===== config.mk =====
export PLATFORM = sky130hd
export DESIGN_NAME = multicycle_control_unit_flat
export DESIGN_NICKNAME = d
export VERILOG_FILES = /design/src/rtl/multicycle_pkg.sv /design/src/rtl/multicycle_control_unit_if.sv /design/src/rtl/mc_ctrl_decode.sv /design/src/rtl/multicycle_control_unit.sv /design/src/flat_wrapper.sv
export SDC_FILE = /design/constraint.sdc
export NUM_CORES = 1
export LEC_CHECK = 0
export ABC_AREA = 1
export BUFFER_PORTS_ARGS = -buffer_cell sky130_fd_sc_hd__clkbuf_2
export CAP_MARGIN = 20
export CORE_ASPECT_RATIO = 0.75
export CORE_MARGIN = 2
export CORE_UTILIZATION = 40
export DETAILED_ROUTE_END_ITERATION = 16
export PLACE_DENSITY = 0.75
export SLEW_MARGIN = 15
export SYNTH_ARGS = -nofsm -noshare
export SYNTH_HDL_FRONTEND = slang
export SYNTH_HIERARCHICAL = 1
export SYNTH_SLANG_ARGS = --single-unit

===== constraint.sdc =====
create_clock -name clk -period 1.6 [get_ports clk]
set_clock_uncertainty 0.05 [all_clocks]
set_input_delay 0.08 -clock clk [delete_from_list [all_inputs] [get_ports clk]]
set_output_delay 0.08 -clock clk [all_outputs]
set_load 0.005 [all_outputs]

===== src/rtl/multicycle_pkg.sv =====
// Shared encodings for the multi-cycle RV32I control unit: FSM states,
// RV32I major opcodes, datapath mux/ALU selects and the control word.
package multicycle_pkg;

  localparam logic [3:0] S_IF      = 4'd0;
  localparam logic [3:0] S_ID      = 4'd1;
  localparam logic [3:0] S_EX      = 4'd2;
  localparam logic [3:0] S_MEM     = 4'd3;
  localparam logic [3:0] S_WB      = 4'd4;
  localparam logic [3:0] S_JALR_WB = 4'd5;
  localparam logic [3:0] S_PC_INC  = 4'd6;
  localparam logic [3:0] S_HALT    = 4'd7;

  localparam logic [6:0] OP_ARITH  = 7'b0110011;
  localparam logic [6:0] OP_IMM    = 7'b0010011;
  localparam logic [6:0] OP_LOAD   = 7'b0000011;
  localparam logic [6:0] OP_STORE  = 7'b0100011;
  localparam logic [6:0] OP_BRANCH = 7'b1100011;
  localparam logic [6:0] OP_JAL    = 7'b1101111;
  localparam logic [6:0] OP_JALR   = 7'b1100111;
  localparam logic [6:0] OP_SYSTEM = 7'b1110011;

  typedef enum logic [1:0] {
    ALU_ADD    = 2'd0,
    ALU_BRANCH = 2'd1,
    ALU_FUNCT  = 2'd2,
    ALU_RSVD   = 2'd3
  } alu_op_e;

  typedef enum logic [1:0] {
    SRCB_B    = 2'd0,
    SRCB_FOUR = 2'd1,
    SRCB_IMM  = 2'd2,
    SRCB_RSVD = 2'd3
  } alu_src_b_e;

  typedef enum logic [1:0] {
    WB_ALUOUT = 2'd0,
    WB_MDR    = 2'd1,
    WB_ALU    = 2'd2,
    WB_RSVD   = 2'd3
  } wb_sel_e;

  typedef struct packed {
    logic       pc_write;
    logic       ir_write;
    logic       reg_write;
    logic       mem_read;
    logic       mem_write;
    logic       i_or_d;
    logic       pc_source;
    logic       alu_src_a;
    alu_src_b_e alu_src_b;
    alu_op_e    alu_op;
    wb_sel_e    wb_sel;
    logic       is_ecall;
    logic       illegal_inst;
  } ctrl_t;

  localparam ctrl_t CTRL_IDLE = ctrl_t'(16'h0000);

  // Opcodes that take the EX path; everything else except SYSTEM is illegal.
  function automatic logic is_exec_op(input logic [6:0] op);
    case (op)
      OP_ARITH, OP_IMM, OP_LOAD, OP_STORE,
      OP_BRANCH, OP_JAL, OP_JALR: is_exec_op = 1'b1;
      default:                    is_exec_op = 1'b0;
    endcase
  endfunction

endpackage


===== src/rtl/multicycle_control_unit_if.sv =====
// Shared instruction/data memory port handshake between the control unit
// (master) and the memory (slave).
interface multicycle_control_unit_if;
  logic mem_ready;
  logic mem_read;
  logic mem_write;
  logic i_or_d;

  modport master (input mem_ready, output mem_read, output mem_write, output i_or_d);
  modport slave  (output mem_ready, input mem_read, input mem_write, input i_or_d);
endinterface


===== src/rtl/mc_ctrl_decode.sv =====
// Moore control-word decode: (state, opcode, mem_ready, bcond) -> strobes
// and mux selects for the multi-cycle datapath.
module mc_ctrl_decode
  import multicycle_pkg::*;
(
  input  logic [3:0] state,
  input  logic [6:0] opcode,
  input  logic       mem_ready,
  input  logic       bcond,
  output ctrl_t      ctrl
);

  // Per-state control word; anything not set stays at its idle value.
  always_comb begin
    ctrl = CTRL_IDLE;
    case (state)
      S_IF: begin
        ctrl.mem_read  = 1'b1;
        ctrl.i_or_d    = 1'b0;
        ctrl.alu_src_a = 1'b0;
        ctrl.alu_src_b = SRCB_FOUR;
        ctrl.alu_op    = ALU_ADD;
        ctrl.ir_write  = mem_ready;
      end
      S_ID: begin
        ctrl.alu_src_a = 1'b0;
        ctrl.alu_src_b = SRCB_IMM;
        ctrl.alu_op    = ALU_ADD;
        if (opcode == OP_SYSTEM) begin
          ctrl.is_ecall = 1'b1;
        end else begin
          ctrl.illegal_inst = !is_exec_op(opcode);
        end
      end
      S_EX: begin
        case (opcode)
          OP_ARITH: begin
            ctrl.alu_src_a = 1'b1;
            ctrl.alu_src_b = SRCB_B;
            ctrl.alu_op    = ALU_FUNCT;
          end
          OP_IMM: begin
            ctrl.alu_src_a = 1'b1;
            ctrl.alu_src_b = SRCB_IMM;
            ctrl.alu_op    = ALU_FUNCT;
          end
          OP_LOAD, OP_STORE, OP_JALR: begin
            ctrl.alu_src_a = 1'b1;
            ctrl.alu_src_b = SRCB_IMM;
            ctrl.alu_op    = ALU_ADD;
          end
          OP_BRANCH: begin
            ctrl.alu_src_a = 1'b1;
            ctrl.alu_src_b = SRCB_B;
            ctrl.alu_op    = ALU_BRANCH;
            ctrl.pc_write  = bcond;
            ctrl.pc_source = bcond;
          end
          OP_JAL: begin
            // Link value PC+4 comes straight off the ALU; target sits in ALUOut from ID.
            ctrl.alu_src_b = SRCB_FOUR;
            ctrl.wb_sel    = WB_ALU;
            ctrl.reg_write = 1'b1;
            ctrl.pc_write  = 1'b1;
            ctrl.pc_source = 1'b1;
          end
          default: ctrl = CTRL_IDLE;
        endcase
      end
      S_MEM: begin
        ctrl.i_or_d    = 1'b1;
        ctrl.mem_read  = (opcode == OP_LOAD);
        ctrl.mem_write = (opcode == OP_STORE);
      end
      S_WB: begin
        ctrl.alu_src_b = SRCB_FOUR;
        ctrl.reg_write = 1'b1;
        ctrl.pc_write  = 1'b1;
        ctrl.pc_source = 1'b0;
        if (opcode == OP_LOAD) begin
          ctrl.wb_sel = WB_MDR;
        end else begin
          ctrl.wb_sel = WB_ALUOUT;
        end
      end
      S_JALR_WB: begin
        ctrl.alu_src_b = SRCB_FOUR;
        ctrl.wb_sel    = WB_ALU;
        ctrl.reg_write = 1'b1;
        ctrl.pc_write  = 1'b1;
        ctrl.pc_source = 1'b1;
      end
      S_PC_INC: begin
        ctrl.alu_src_b = SRCB_FOUR;
        ctrl.pc_write  = 1'b1;
        ctrl.pc_source = 1'b0;
      end
      default: ctrl = CTRL_IDLE;
    endcase
  end

endmodule


===== src/rtl/multicycle_control_unit.sv =====
// Multi-cycle RV32I control FSM: state register, next-state logic, memory
// wait timeout and cycle/retired-instruction counters around mc_ctrl_decode.
module multicycle_control_unit
  import multicycle_pkg::*;
#(
  parameter int unsigned CNT_W       = 32'd32,
  parameter int unsigned MEM_TIMEOUT = 32'd0
) (
  input  logic                         clk,
  input  logic                         reset,
  input  logic [6:0]                   opcode,
  input  logic                         alu_bcond,
  input  logic                         halt_req,
  multicycle_control_unit_if.master    mem,
  output logic                         pc_write,
  output logic                         ir_write,
  output logic                         reg_write,
  output logic                         pc_source,
  output logic                         alu_src_a,
  output logic [1:0]                   alu_src_b,
  output logic [1:0]                   alu_op,
  output logic [1:0]                   wb_sel,
  output logic                         is_ecall,
  output logic                         illegal_inst,
  output logic                         halted,
  output logic                         mem_fault,
  output logic [3:0]                   state,
  output logic [CNT_W-1:0]             cycle_count,
  output logic [CNT_W-1:0]             instret
);

  localparam logic [31:0]      TIMEOUT_LAST = MEM_TIMEOUT - 32'd1;
  localparam logic [CNT_W-1:0] CNT_ONE      = {{(CNT_W-1){1'b0}}, 1'b1};

  logic [3:0]       state_r;
  logic [3:0]       state_next_s;
  logic [31:0]      wait_cnt_r;
  logic             wait_expired_s;
  logic             fault_s;
  logic             retire_s;
  logic [CNT_W-1:0] cycle_count_r;
  logic [CNT_W-1:0] instret_r;
  logic             halted_r;
  logic             mem_fault_r;
  ctrl_t            ctrl_s;
  ctrl_t            ctrl_out_s;

  mc_ctrl_decode u_decode (
    .state     (state_r),
    .opcode    (opcode),
    .mem_ready (mem.mem_ready),
    .bcond     (alu_bcond),
    .ctrl      (ctrl_s)
  );

  // Next-state selection, timeout detection and retirement qualification.
  always_comb begin
    state_next_s   = state_r;
    fault_s        = 1'b0;
    wait_expired_s = (MEM_TIMEOUT != 32'd0) && (wait_cnt_r == TIMEOUT_LAST) && !mem.mem_ready;
    case (state_r)
      S_IF: begin
        if (mem.mem_ready) begin
          state_next_s = S_ID;
        end else if (wait_expired_s) begin
          state_next_s = S_HALT;
          fault_s      = 1'b1;
        end else begin
          state_next_s = S_IF;
        end
      end
      S_ID: begin
        if (opcode == OP_SYSTEM) begin
          state_next_s = halt_req ? S_HALT : S_PC_INC;
        end else if (is_exec_op(opcode)) begin
          state_next_s = S_EX;
        end else begin
          state_next_s = S_PC_INC;
        end
      end
      S_EX: begin
        case (opcode)
          OP_ARITH, OP_IMM:  state_next_s = S_WB;
          OP_LOAD, OP_STORE: state_next_s = S_MEM;
          OP_BRANCH:         state_next_s = alu_bcond ? S_IF : S_PC_INC;
          OP_JAL:            state_next_s = S_IF;
          OP_JALR:           state_next_s = S_JALR_WB;
          default:           state_next_s = S_PC_INC;
        endcase
      end
      S_MEM: begin
        if (mem.mem_ready) begin
          state_next_s = (opcode == OP_LOAD) ? S_WB : S_PC_INC;
        end else if (wait_expired_s) begin
          state_next_s = S_HALT;
          fault_s      = 1'b1;
        end else begin
          state_next_s = S_MEM;
        end
      end
      S_WB, S_JALR_WB, S_PC_INC: state_next_s = S_IF;
      S_HALT:                    state_next_s = S_HALT;
      default:                   state_next_s = S_IF;
    endcase
    retire_s = (state_next_s == S_IF) &&
               (state_r inside {S_ID, S_EX, S_WB, S_JALR_WB, S_PC_INC});
  end

  // FSM state register.
  always_ff @(posedge clk or negedge reset) begin
    if (!reset) begin
      state_r <= S_IF;
    end else begin
      state_r <= state_next_s;
    end
  end

  // Consecutive not-ready cycles in the current IF/MEM visit; any state change restarts it.
  always_ff @(posedge clk or negedge reset) begin
    if (!reset) begin
      wait_cnt_r <= 32'd0;
    end else if (state_next_s != state_r) begin
      wait_cnt_r <= 32'd0;
    end else if (!mem.mem_ready && (state_r == S_IF || state_r == S_MEM)) begin
      wait_cnt_r <= wait_cnt_r + 32'd1;
    end else begin
      wait_cnt_r <= wait_cnt_r;
    end
  end

  // Performance counters; both freeze once halted.
  always_ff @(posedge clk or negedge reset) begin
    if (!reset) begin
      cycle_count_r <= {CNT_W{1'b0}};
      instret_r     <= {CNT_W{1'b0}};
    end else begin
      cycle_count_r <= (state_r != S_HALT) ? cycle_count_r + CNT_ONE : cycle_count_r;
      instret_r     <= retire_s ? instret_r + CNT_ONE : instret_r;
    end
  end

  // Sticky halt and memory-fault flags.
  always_ff @(posedge clk or negedge reset) begin
    if (!reset) begin
      halted_r    <= 1'b0;
      mem_fault_r <= 1'b0;
    end else begin
      halted_r    <= halted_r | (state_next_s == S_HALT);
      mem_fault_r <= mem_fault_r | fault_s;
    end
  end

  // Reset gates the strobes combinationally so an in-flight access aborts at once.
  assign ctrl_out_s = reset ? ctrl_s : CTRL_IDLE;

  assign mem.mem_read  = ctrl_out_s.mem_read;
  assign mem.mem_write = ctrl_out_s.mem_write;
  assign mem.i_or_d    = ctrl_out_s.i_or_d;
  assign pc_write      = ctrl_out_s.pc_write;
  assign ir_write      = ctrl_out_s.ir_write;
  assign reg_write     = ctrl_out_s.reg_write;
  assign pc_source     = ctrl_out_s.pc_source;
  assign alu_src_a     = ctrl_out_s.alu_src_a;
  assign alu_src_b     = ctrl_out_s.alu_src_b;
  assign alu_op        = ctrl_out_s.alu_op;
  assign wb_sel        = ctrl_out_s.wb_sel;
  assign is_ecall      = ctrl_out_s.is_ecall;
  assign illegal_inst  = ctrl_out_s.illegal_inst;
  assign halted        = halted_r;
  assign mem_fault     = mem_fault_r;
  assign state         = state_r;
  assign cycle_count   = cycle_count_r;
  assign instret       = instret_r;

endmodule


===== src/flat_wrapper.sv =====
// flat-port wrapper written by rule: the top's interface ports become plain ports
module multicycle_control_unit_flat import multicycle_pkg::*;
#(
  parameter int unsigned CNT_W       = 32'd32,
  parameter int unsigned MEM_TIMEOUT = 32'd0
)
  (clk, reset, opcode, alu_bcond, halt_req, pc_write, ir_write, reg_write, pc_source, alu_src_a, alu_src_b, alu_op, wb_sel, is_ecall, illegal_inst, halted, mem_fault, state, cycle_count, instret, mem_mem_ready, mem_mem_read, mem_mem_write, mem_i_or_d);
  multicycle_control_unit_if mem_i ();
  input  logic clk;
  input  logic reset;
  input  logic [6:0] opcode;
  input  logic alu_bcond;
  input  logic halt_req;
  output logic pc_write;
  output logic ir_write;
  output logic reg_write;
  output logic pc_source;
  output logic alu_src_a;
  output logic [1:0] alu_src_b;
  output logic [1:0] alu_op;
  output logic [1:0] wb_sel;
  output logic is_ecall;
  output logic illegal_inst;
  output logic halted;
  output logic mem_fault;
  output logic [3:0] state;
  output logic [CNT_W-1:0] cycle_count;
  output logic [CNT_W-1:0] instret;
  input wire logic [$bits(mem_i.mem_ready)-1:0] mem_mem_ready;
  output wire logic [$bits(mem_i.mem_read)-1:0] mem_mem_read;
  output wire logic [$bits(mem_i.mem_write)-1:0] mem_mem_write;
  output wire logic [$bits(mem_i.i_or_d)-1:0] mem_i_or_d;
  assign mem_i.mem_ready = mem_mem_ready;
  assign mem_mem_read = mem_i.mem_read;
  assign mem_mem_write = mem_i.mem_write;
  assign mem_i_or_d = mem_i.i_or_d;
  multicycle_control_unit #(.CNT_W(CNT_W), .MEM_TIMEOUT(MEM_TIMEOUT)) u_core (.clk(clk), .reset(reset), .opcode(opcode), .alu_bcond(alu_bcond), .halt_req(halt_req), .mem(mem_i), .pc_write(pc_write), .ir_write(ir_write), .reg_write(reg_write), .pc_source(pc_source), .alu_src_a(alu_src_a), .alu_src_b(alu_src_b), .alu_op(alu_op), .wb_sel(wb_sel), .is_ecall(is_ecall), .illegal_inst(illegal_inst), .halted(halted), .mem_fault(mem_fault), .state(state), .cycle_count(cycle_count), .instret(instret));
endmodule

Yosys cells after proc, flatten, opt, wreduce, memory -nomap -nowiden
Index checks and enable logic that the tools add are counted.

Register bits after elaboration: 69. Logic and storage cells: 71.

$add $sub $neg: 2. Eq/ne operators: 17. Multiplexer cells: 34. Bitwise gates (word level): 1. Reduce and logical (&&, ||, !) cells: 13.

Operators with widths (number): $add A32 B1 Y32 const B (2); $pmux W4 S5 (2); $eq A7 B7 Y1 const B (4); $eq A4 B3 Y1 const B (5); $mux W16 (1); $eq A7 B6 Y1 const B (2); $mux W1 (14); $pmux W2 S3 (2); $pmux W1 S2 (5); $eq A4 B2 Y1 const B (2); $logic_not A4 Y1 (2); $mux W2 (4); $mux W4 (2); $pmux W2 S2 (2); $reduce_or A4 Y1 (2); $eq A7 B2 Y1 const B (1); $eq A7 B5 Y1 const B (1); $reduce_or A7 Y1 (1); $mux W3 (2); $reduce_or A2 Y1 (3); $reduce_or A6 Y1 (1); $reduce_bool A5 Y1 (1); $eq A4 B1 Y1 const B (1); $ne A4 B3 Y1 const B (1); other kinds (4) (4).

Logic depth before layout (Yosys ltp)
Gate-level depths: netlist (run 1).

Depth after elaboration: 10. Mapped depth: 15. Gate-level depth less buffers: 14.

Modules after synthesis
The synthesis (run 1) kept the hierarchy.

Modules (own cells, without submodules): multicycle_control_unit (times used 1, cells an instance 591, area each 4107.7 um^2, seq. area each 1701.6 um^2); mc_ctrl_decode (times used 1, cells an instance 66, area each 316.6 um^2, seq. area each 0.0 um^2).

Worst setup path after synthesis (run 1)
OpenSTA, ideal clock, no wires.

Path type: register to register. From: register u_core.state_r[1], in the netlist u_core/state[1]. To: register u_core.cycle_count_r[29], in the netlist u_core/cycle_count[29]. Arrival: 1627 ps. Required time: 1426 ps. Path slack: -201 ps. Cell stages (with the launch flop): 11. Clock period less this slack: 1801 ps. Cell sequence: dfrtp_1 nand2_1 inv_2 nand2_1 buf_4 nand2_1 nor2_1 nand3_2 nor3_2 nand4_1 xor2_1.

Word-level cells in the longest chain between the ends: 1.

RTL lines: start: declaration (line multicycle_control_unit.sv:35) `logic [3:0] state_r;`; start signal: assignment (line multicycle_control_unit.sv:114) `state_r <= state_next_s;`; $ne A4 B3 Y1 (line multicycle_control_unit.sv:137) `cycle_count_r <= (state_r != S_HALT) ? cycle_count_r + CNT_ONE : cycle_count_r;`; end signal: assignment (line multicycle_control_unit.sv:134) `cycle_count_r <= {CNT_W{1'b0}};`; end signal: assignment (line multicycle_control_unit.sv:137); end: declaration (line multicycle_control_unit.sv:41) `logic [CNT_W-1:0] cycle_count_r;`.

No other way between the ends. A chain may end at the register's enable or synchronous reset.

Worst setup path in the final report (run 1)
From: register u_core.state_r[1], in the netlist u_core/state[1]. To: register u_core.instret_r[1], in the netlist u_core/instret[1].

Word-level cells in the longest chain between the ends: 4.

RTL lines: $eq A4 B3 Y1, or another cell as far along (line multicycle_control_unit.sv:61) `case (state_r)`; $pmux W4 S5 (line multicycle_control_unit.sv:61); $logic_not A4 Y1 (line multicycle_control_unit.sv:105) `retire_s = (state_next_s == S_IF) &&`; $logic_and A1 B1 Y1 (*) (line multicycle_control_unit.sv:105); end signal: assignment (line multicycle_control_unit.sv:135) `instret_r <= {CNT_W{1'b0}};`; end signal: assignment (line multicycle_control_unit.sv:138) `instret_r <= retire_s ? instret_r + CNT_ONE : instret_r;`; end: declaration (line multicycle_control_unit.sv:42) `logic [CNT_W-1:0] instret_r;`.

Every way passes the cells marked *; elsewhere a longest branch is shown, timed or not.

==> results of run 1 <==
## flip-flops by register name, indices dropped and copies added (netlist names)
| signal | flops |
|---|---|
| u_core/cycle_count | 32 |
| u_core/instret | 32 |
| u_core/state | 3 |
| u_core/halted | 1 |
## how the worst max path moves through the flow
stage	slack, ps	end	cells past startpoint
after floorplan	-110	u_core/cycle_count[29]$_DFFE_PN0N_	10
after global placement	-150	u_core/instret[25]$_DFFE_PN0P_	13
after detailed placement	-220	u_core/instret[25]$_DFFE_PN0P_	13
after CTS	-240	pc_write	9
after global routing	-390	u_core/instret[30]$_DFFE_PN0P_	13
final	-290	u_core/instret[1]$_DFFE_PN0P_	14
## cell families (layout without fill, tap and decap cells)
group | count (synthesis) | in the layout
and+or+nand+nor | 413 | 413
DFF | 68 | 68
AOI/OAI and AO/OA | 19 | 19
buffers and inverters | 123 | 355
xor gates and xnor gates | 31 | 31
other | 1 | 4
adders and majority gates | 2 | 2
## area by class of cell
cell class	count	area, µm²
flip-flops and latches	68	1708
well taps	140	175.2
repair buffers	227	1612
clock buffers	11	232.7
clock inverters	5	52.55
fillers	917	3842
inverters	112	427.9
multi-input cells	469	2809
## cells in the mapped netlist (2+ instances only)
cell,n
nand3_1,64
inv_1,105
nand2_1,218
nand4_1,13
o21ai_1,3
buf_4,4
o21ai_0,6
nor2_2,6
dfrtp_1,68
nor2_4,4
ha_1,2
nor3_1,26
inv_2,7
a21oi_1,6
xor2_1,21
clkbuf_1,2
and3_1,2
nand3b_1,3
nor3_2,3
nor2_1,62
buf_2,4
xnor2_1,10
nor4_1,4
nand3_2,4
nand2_2,3
## critical path: stages, from the launching register on
cell	delay, ps
dfrtp_2	420
nand2_2	90
inv_2	60
o21ai_1	70
o21ai_1	80
inv_1	60
nand2_1	60
nor2_2	140
nand3_2	100
nor2_4	130
buf_12	160
buf_12	160
nand2_8	80
nand2_4	60
nand2_2	50
## power groups by stage
| stage | Combinational (mW) | Clock, mW | Sequential (mW) |
|---|---|---|---|
| floorplan | 1.68 | 0 | 2.24 |
| global placement | 2.98 | 0 | 2.13 |
| detailed placement | 3.03 | 0 | 2.14 |
| CTS | 3.51 | 1.96 | 2.11 |
| global route | 4.85 | 2.03 | 2.15 |
| finish | 4.56 | 1.92 | 2.12 |
## per-stage QoR
stage / setup WS [ps] / hold WS, ps / area (µm²) / instances
3_5_place_dp: -216.4 / -22.34 / 5951 / 991
6_report: -290.0 / 92.58 / 7017 / 1032
3_3_place_gp: -147.3 / -29.25 / 5951 / 991
5_1_grt: -393.5 / 121.2 / 7017 / 1032
2_1_floorplan: -113.6 / -265.6 / 4547 / 660
4_1_cts: -243.4 / 74.36 / 6440 / 1014
## routing by layer
| layer | GRT usage [%] | vias up | wire [µm] |
|---|---|---|---|
| met4 | 7.222 | 0 | 234 |
| met2 | 33.15 | 177 | 6563 |
| met1 | 29.37 | 2304 | 6302 |
| li1 | - | 2513 | - |
| met3 | 4.209 | 20 | 790 |
| met5 | 0 | - | 0 |
## timing repair
item,in CTS,in global routing
pin swaps,17,53
hold buffers,1,0
hold endpoints to repair,16,0
setup buffers,5,17
resized for setup,32,116
setup endpoints to repair,65,71
cloned,1,3
==> flow_summary.json, run 1 <==
{
  "synth-seq-cells": 68,
  "worstHoldPathCells": 3,
  "pin_count": 98,
  "drc": 0,
  "antenna_found_initial": 0,
  "period_needed_ps": 1890,
  "synth-xor-area-share_pct": 6.137,
  "synth_area_leaders": "dfrtp_1, nand2_1, inv_1",
  "hold_path_class": "input port to flip-flop",
  "rsz0062_at_grt": "yes",
  "grt-ovfl-total": 0,
  "track_usage_pct": 21.12,
  "cts_buffer_depth": 2,
  "fin_crit_sh_pct": 118.1,
  "cts-root-buf": "clkbuf_16",
  "pwr-share-seq_pct": 24.6,
  "p_per_area_nw_per_um2": 1224,
  "pwr-share-clk_pct": 22.3,
  "io_buffer_count": 95,
  "clock_latency_ps": 330,
  "hpwl_um": 9252,
  "synth-edff-count": 0,
  "worst_hold_path.endpoint": "u_core/state[2]$_DFF_PN0_",
  "first_pass_iters": 5,
  "grt_max_degree": 53,
  "slew_headroom_pct": 61.90,
  "core_area_um2": 10860,
  "routed_wl_um": 13890,
  "cp.arrival_ps": 2060,
  "total_power_mw": 8.590,
  "grt_pass1_wl_um": 20580,
  "cp.required_ps": 1770,
  "drive_above_1_share_pct": 43.27,
  "setup_violations": 65,
  "cts_sinks": 68,
  "internal-power_mw": 5.226,
  "power_leakage_nw": 3.957,
  "die_h_um": 95.08,
  "r2r_setup_slack_ps": -290,
  "yosys.area.top_type_share_pct": 38.46,
  "power.share.combinational_pct": 53.1,
  "cp_max_fo": 8,
  "clk_pin_slew_ps": 50,
  "cts_tree": "built",
  "layout_common_cells": "nand2_1, buf_4, inv_1, clkbuf_2, dfrtp_1",
  "drt-initial-drc-count": 322,
  "cts.htree.levels": 3,
  "finalMaxSlewViolations": 0,
  "synth-simple-area-share_pct": 41.29,
  "violations": "negative setup slack",
  "status": "finished with violations",
  "maxCapViolations": 0,
  "numCtsBuffers": 9,
  "synth_adder_area_share_pct": 0.5656,
  "place_congestion": 0.9011,
  "syn_avg_cell_area_um2": 6.734,
  "vias": 5014,
  "grt_pass1_vias": 4449,
  "crit_path_end_kind": "flip-flop",
  "synthArstFlopShare_pct": 100.0,
  "synthFlopType": "dfrtp_1",
  "num_antenna_cells": 0,
  "final.setup.worst_slack_ps": -290.0,
  "reg2reg_depth": 14,
  "fin_setup_tns_ps": -12170,
  "rows": 33,
  "start_util_pct": 40.74,
  "synthCells": 657,
  "p_switching_mw": 3.365,
  "fin_util_pct": 64.62,
  "fmax_mhz": 529.1,
  "die_area_um2": 11930,
  "synth_top_family_by_area": "simple AND/OR/NAND/NOR gates",
  "area_growth_pct": 58.60,
  "start_kind": "flip-flop",
  "synth_top_area_cell": "dfrtp_1",
  "r2r-start": "u_core/state[1]$_DFF_PN0_",
  "synth_cell_types": 32,
  "muxShareOfSynthArea_pct": 0,
  "nets": 901,
  "syn_area_um2": 4424,
  "critPathKind": "flip-flop to flip-flop",
  "p_sw_share_pct": 39.17,
  "min-delay-start": "mem_mem_ready",
  "synth-warning-count": 6,
  "r2r_end": "u_core/instret[1]$_DFFE_PN0P_",
  "worstMarginPinSlew_ps": 567.2,
  "ant_nets": 0,
  "ys_seq_area_share_pct": 38.46,
  "synth-compound-area-share_pct": 2.404,
  "final_common_cell": "nand2_1",
  "ir_drop_mv": 0.8395,
  "hold_viol_final": 0,
  "die_w_um": 125.4,
  "avgViaCountPerCell": 4.859,
  "wl_per_cell_um": 13.46,
  "startpoint": "u_core/state[1]$_DFF_PN0_"
}
(Power assumes the default switching activity.)
==> run 2, diff against run 1 <==
Settings changed: PLACE_DENSITY 0.75 to 0.73.
Clock period 1.6 ns to 1.9 ns, I/O delays scaled along.
==> run 2 against run 1 <==
The flow still finishes with violations (negative setup slack); die area unchanged; via count decreased by 6.2%; non-clock buffer count decreased by 77; worst hold slack improved by 21 ps; register-to-register slack improved by 260 ps; sequential cell count unchanged; global-route usage decreased by 2.2 points; critical path depth decreased by 3; utilization decreased by 9.3 points; highest routed layer unchanged; largest cell class unchanged; cell area decreased by 14%; clock power decreased by 14%.
==> flow_summary.json, run 2 (same netlist as run 1, synthesis figures left out) <==
{
  "fin_area_um2": 6010,
  "startpoint": "u_core/state[2]$_DFF_PN0_",
  "pin_count": 98,
  "antenna_found_initial": 0,
  "avgViaCountPerCell": 4.935,
  "p_sw_share_pct": 37.73,
  "track_usage_pct": 18.96,
  "maxCapViolations": 0,
  "first_pass_iters": 5,
  "grt_pass1_vias": 3795,
  "slowest_delay_ps": 460,
  "crit_cells": 11,
  "power.share.combinational_pct": 47.4,
  "setup_violations": 15,
  "cts_tree": "built",
  "start_kind": "flip-flop",
  "routed_wl_um": 12490,
  "slew_headroom_pct": 63.24,
  "crit_chain": "buf_4 -> nor3_2 -> nand2_1 -> a21oi_2 -> nand3_2 -> nor2_4 -> buf_12 -> clkbuf_16 -> nand2_1 -> nand2_1 -> nand2_1",
  "cp_slowest_cell": "dfrtp_2",
  "r2r_end": "u_core/instret[11]$_DFFE_PN0P_",
  "numCtsBuffers": 9,
  "period_needed_ps": 1927,
  "drive_above_1_share_pct": 27.68,
  "cts-root-buf": "clkbuf_16",
  "final_common_cell": "nand2_1",
  "holdWs_ps": 113.5,
  "fin_crit_sh_pct": 101.4,
  "core_area_um2": 10860,
  "hold_viol_final": 0,
  "path_buf_inv": 3,
  "r2r_setup_slack_ps": -30,
  "reg2reg_depth": 11,
  "rows": 33,
  "violations": "negative setup slack",
  "finalMaxSlewViolations": 0,
  "fmax_mhz": 518.9,
  "pwr-share-clk_pct": 25.1,
  "nets": 824,
  "die_h_um": 95.08,
  "cts_sinks": 68,
  "area_growth_pct": 35.83,
  "pwr-share-seq_pct": 27.4,
  "io_buffer_count": 95,
  "cp_max_fo": 14,
  "cp_common_cell": "nand2_1",
  "start_util_pct": 40.74,
  "num_antenna_cells": 0,
  "hold_path_class": "input port to flip-flop",
  "vias": 4703,
  "p_switching_mw": 2.490,
  "wl_per_cell_um": 13.11,
  "cp.arrival_ps": 2090,
  "drc": 0,
  "critPathKind": "flip-flop to flip-flop",
  "worstMarginPinSlew_ps": 547.1,
  "ant_nets": 0,
  "power_leakage_nw": 3.261,
  "status": "finished with violations",
  "die_w_um": 125.4,
  "drt-initial-drc-count": 379,
  "crit_family": "simple AND/OR/NAND/NOR gates",
  "rsz0062_at_grt": "yes",
  "grt_pass1_wl_um": 18350,
  "internal-power_mw": 4.110,
  "final.setup.worst_slack_ps": -27.13,
  "r2r-start": "u_core/state[2]$_DFF_PN0_",
  "grt-ovfl-total": 0,
  "ir_drop_mv": 0.6149,
  "hpwl_um": 8617,
  "clock_latency_ps": 330,
  "crit_end": "u_core/instret[11]$_DFFE_PN0P_",
  "layout_common_cells": "nand2_1, inv_1, clkbuf_2, dfrtp_1, nand3_1",
  "die_area_um2": 11930,
  "crit_path_end_kind": "flip-flop",
  "cts.htree.levels": 3,
  "place_congestion": 0.8556,
  "p_per_area_nw_per_um2": 1098,
  "clk_pin_slew_ps": 50,
  "fill_cells": 1057,
  "cp.required_ps": 2070,
  "grt_max_degree": 69,
  "cts_buffer_depth": 2,
  "postPlaceCellArea_um2": 5315,
  "total_power_mw": 6.600
}
[run 2: worst min-delay path by stage]
stage                                              to           from  cells past startpoint  slack, ps
finish                      u_core/state[2]$_DFF_PN0_  mem_mem_ready                      3        110
global route                u_core/state[2]$_DFF_PN0_  mem_mem_ready                      3        150
CTS                         u_core/state[2]$_DFF_PN0_  mem_mem_ready                      3        110
detailed placement     u_core/instret[17]$_DFFE_PN0P_          reset                      2        240
global placement       u_core/instret[10]$_DFFE_PN0P_          reset                      2        240
floorplan           u_core/cycle_count[0]$_DFFE_PN0N_          reset                      0       -250
[run 2: routing by layer]
layer	routed length [µm]	vias to the layer above	global-route usage (%)
li1	-	2348	-
met1	5892	2189	27.92
met2	5765	152	28.78
met3	713	14	4.153
met4	121	0	3.889
met5	0	-	0
[run 2: timing repair]
action                                 in CTS  in global routing
pin swaps                                   0                 15
setup endpoints to repair                   8                 47
gates resized for setup                     3                 48
endpoints found under the hold margin      68                  0
hold buffers                                1                  0
buffers inserted                            0                 13
gates cloned                                0                  5
[run 2: area by class of cell]
type	instances	area [µm²]	share of cell area, %
multi-input combinational	469	2412	40.14
clock inverter	2	35.03	0.5830
clock buffer	12	256.5	4.268
timing repair buffer	150	1003	16.70
tap	140	175.2	2.915
sequential	68	1704	28.36
inverter	112	422.9	7.037
[run 2: power groups by stage]
stage | Clock, mW | Combinational (mW) | Sequential, mW
3_3_place_gp | 0 | 2.07 | 1.82
3_5_place_dp | 0 | 2.10 | 1.83
4_1_cts | 1.70 | 2.12 | 1.81
2_1_floorplan | 0 | 1.25 | 1.87
5_1_grt | 1.77 | 3.36 | 1.84
6_report | 1.66 | 3.13 | 1.81
[run 2: metrics by stage]
step | util [%] | worst slack (ps) | instances | TNS, ps
6_report | 55.34 | -27.13 | 953 | -196.1
3_5_place_dp | 48.95 | -27.61 | 920 | -27.61
5_1_grt | 55.34 | -129.3 | 953 | -3017
2_1_floorplan | - | 99.33 | 660 | 0
3_3_place_gp | 48.95 | 69.83 | 920 | 0
4_1_cts | 51.80 | 1.135 | 935 | 0
[run 2: worst reg2reg max path, cell delays in order (launching register included)]
cell and delay, ps:
dfrtp_2 460, buf_4 160, nor3_2 150, nand2_1 80, a21oi_2 180, nand3_2 110, nor2_4 140, buf_12 150
clkbuf_16 180, nand2_1 60, nand2_1 60, nand2_1 40
==> run 3, diff against run 2 <==
Settings changed: SETUP_SLACK_MARGIN from default to 0.1.
Clock period 1.9 ns to 2.2 ns, I/O delays scaled along.
==> run 3 against run 2 <==
The flow now finishes without violations; critical path depth is the same; setup slack improved by 250 ps; wire length fell by 11%; clock power fell by 17%; cell count decreased by 4.1%; worst hold slack better by 12 ps; combinational power decreased by 35%; via count fell by 6.5%; utilization is 4.6 points lower; cell area is 8.3% lower; sequential power shrank 9.9%; sequential share of layout area increased by 2.6 points; highest routed layer unchanged.
==> flow_summary.json, run 3 (same netlist as run 1, synthesis figures left out) <==
{
  "place_congestion": 0.8499,
  "wl_per_cell_um": 12.11,
  "die_w_um": 125.4,
  "start_kind": "flip-flop",
  "cp.arrival_ps": 2140,
  "track_usage_pct": 18.27,
  "fin_setup_tns_ps": 0,
  "clk_pin_slew_ps": 60,
  "drt-initial-drc-count": 335,
  "area_growth_pct": 24.58,
  "first_pass_iters": 5,
  "ant_nets": 0,
  "slowest_delay_ps": 390,
  "place_ws_ps": 141.0,
  "crit_chain": "ha_2 -> and3_1 -> nand2_1 -> nor2_4 -> nand2_1 -> nor2_2 -> nand2_1 -> nor2_1 -> nand2_1 -> nand2_1 -> nand2_1",
  "cts_buffer_depth": 2,
  "crit_path_end_kind": "flip-flop",
  "num_antenna_cells": 0,
  "numCtsBuffers": 9,
  "cp_max_fo": 4,
  "grt-ovfl-total": 0,
  "hold_viol_final": 0,
  "crit_family": "simple AND/OR/NAND/NOR gates",
  "status": "finished clean",
  "fin_util_pct": 50.75,
  "grt_pass1_vias": 3765,
  "fin_crit_sh_pct": 89.68,
  "die_h_um": 95.08,
  "finalMaxSlewViolations": 0,
  "fmax_mhz": 506.9,
  "cts-root-buf": "clkbuf_16",
  "postPlaceCellArea_um2": 5077,
  "core_area_um2": 10860,
  "critPathKind": "flip-flop to flip-flop",
  "clock_latency_ps": 320,
  "r2r_setup_slack_ps": 230,
  "final_common_cell": "nand2_1",
  "pin_count": 98,
  "start_util_pct": 40.74,
  "hold_path_class": "input port to flip-flop",
  "routed_wl_um": 11060,
  "avgViaCountPerCell": 4.813,
  "cts_sinks": 68,
  "maxCapViolations": 0,
  "grt_pass1_wl_um": 17970,
  "cp.required_ps": 2360,
  "rows": 33,
  "ir_drop_mv": 0.4950,
  "p_per_area_nw_per_um2": 915.4,
  "hpwl_um": 8046,
  "antenna_found_initial": 0,
  "grt_max_degree": 59,
  "nets": 783,
  "io_buffer_count": 95,
  "layout_common_cells": "nand2_1, inv_1, clkbuf_2, dfrtp_1, nand3_1",
  "cts_tree": "built",
  "rsz0062_at_grt": "yes",
  "power_leakage_nw": 2.967,
  "die_area_um2": 11930,
  "drive_above_1_share_pct": 21.32,
  "cts.htree.levels": 3,
  "cp_common_cell": "nand2_1",
  "final.setup.worst_slack_ps": 227.1,
  "path_buf_inv": 0,
  "setup_violations": 0,
  "vias": 4399,
  "holdWs_ps": 125.8,
  "cp_slowest_cell": "dfrtp_1",
  "period_needed_ps": 1973,
  "fin_area_um2": 5512,
  "drc": 0
}
## run 3: cell count changes in the layout (fill, tap and decap cells not counted), moves of 4 or more
| cell | delta |
|---|---|
| nand2_1 | +4 |
| nor2_1 | +7 |
| buf_4 | -37 |
| nand3_1 | +5 |
| nor2_4 | -4 |
## run 3: tightest hold or removal path: stages
cell and delay [ps]:
clkbuf_2 90, nand4_1 80, nand2_1 60, nor2_1 40
inv_1 70
## run 3: repair_timing
item                                   CTS  global route
buffers inserted                         0             4
endpoints found under the hold margin   18             0
resized for setup                        0            12
setup endpoints to repair                0            37
hold buffers                             1             0
## run 3: final cells by class
class | count | area [µm²]
fill | 1102 | 5348
inverter | 112 | 420.4
timing repair buffer | 109 | 649.4
tap | 140 | 175.2
multi-input combinational | 469 | 2272
clock inverter | 5 | 36.28
sequential | 68 | 1705
clock buffer | 11 | 252.7
## run 3: worst paths after layout
check,end,cells past startpoint,start
setup reg to reg,u_core/instret[18]$_DFFE_PN0P_,11,u_core/instret[1]$_DFFE_PN0P_
setup / recovery,u_core/instret[18]$_DFFE_PN0P_,11,u_core/instret[1]$_DFFE_PN0P_
min in group asynchronous,u_core/instret[15]$_DFFE_PN0P_,2,reset
max in group asynchronous,u_core/cycle_count[4]$_DFFE_PN0N_,3,reset
hold / removal,u_core/state[0]$_DFF_PN0_,5,halt_req
hold reg to reg,u_core/cycle_count[31]$_DFFE_PN0N_,1,u_core/cycle_count[31]$_DFFE_PN0N_
## run 3: power breakdown
| group | leakage [nW] | internal, mW | switching, mW | total (mW) |
|---|---|---|---|---|
| Sequential | 0.920 | 1.41 | 0.222 | 1.63 |
| Combinational | 1.91 | 0.858 | 1.19 | 2.04 |
| Clock | 0.134 | 0.824 | 0.546 | 1.37 |
| Total | 2.97 | 3.09 | 1.95 | 5.05 |
## run 3: metrics by stage
stage,cells,total power [mW]
after global placement,890,3.164
after CTS,907,4.588
after floorplan,660,2.697
final,914,5.045
after global routing,914,5.382
after detailed placement,890,3.187
## run 3: metal layers
metal | share of wire, % | global-route usage (%)
met1 | 51 | 27.61
met2 | 43 | 26.62
met3 | 4.3 | 3.479
met4 | 1.4 | 5.000
met5 | 0 | 0
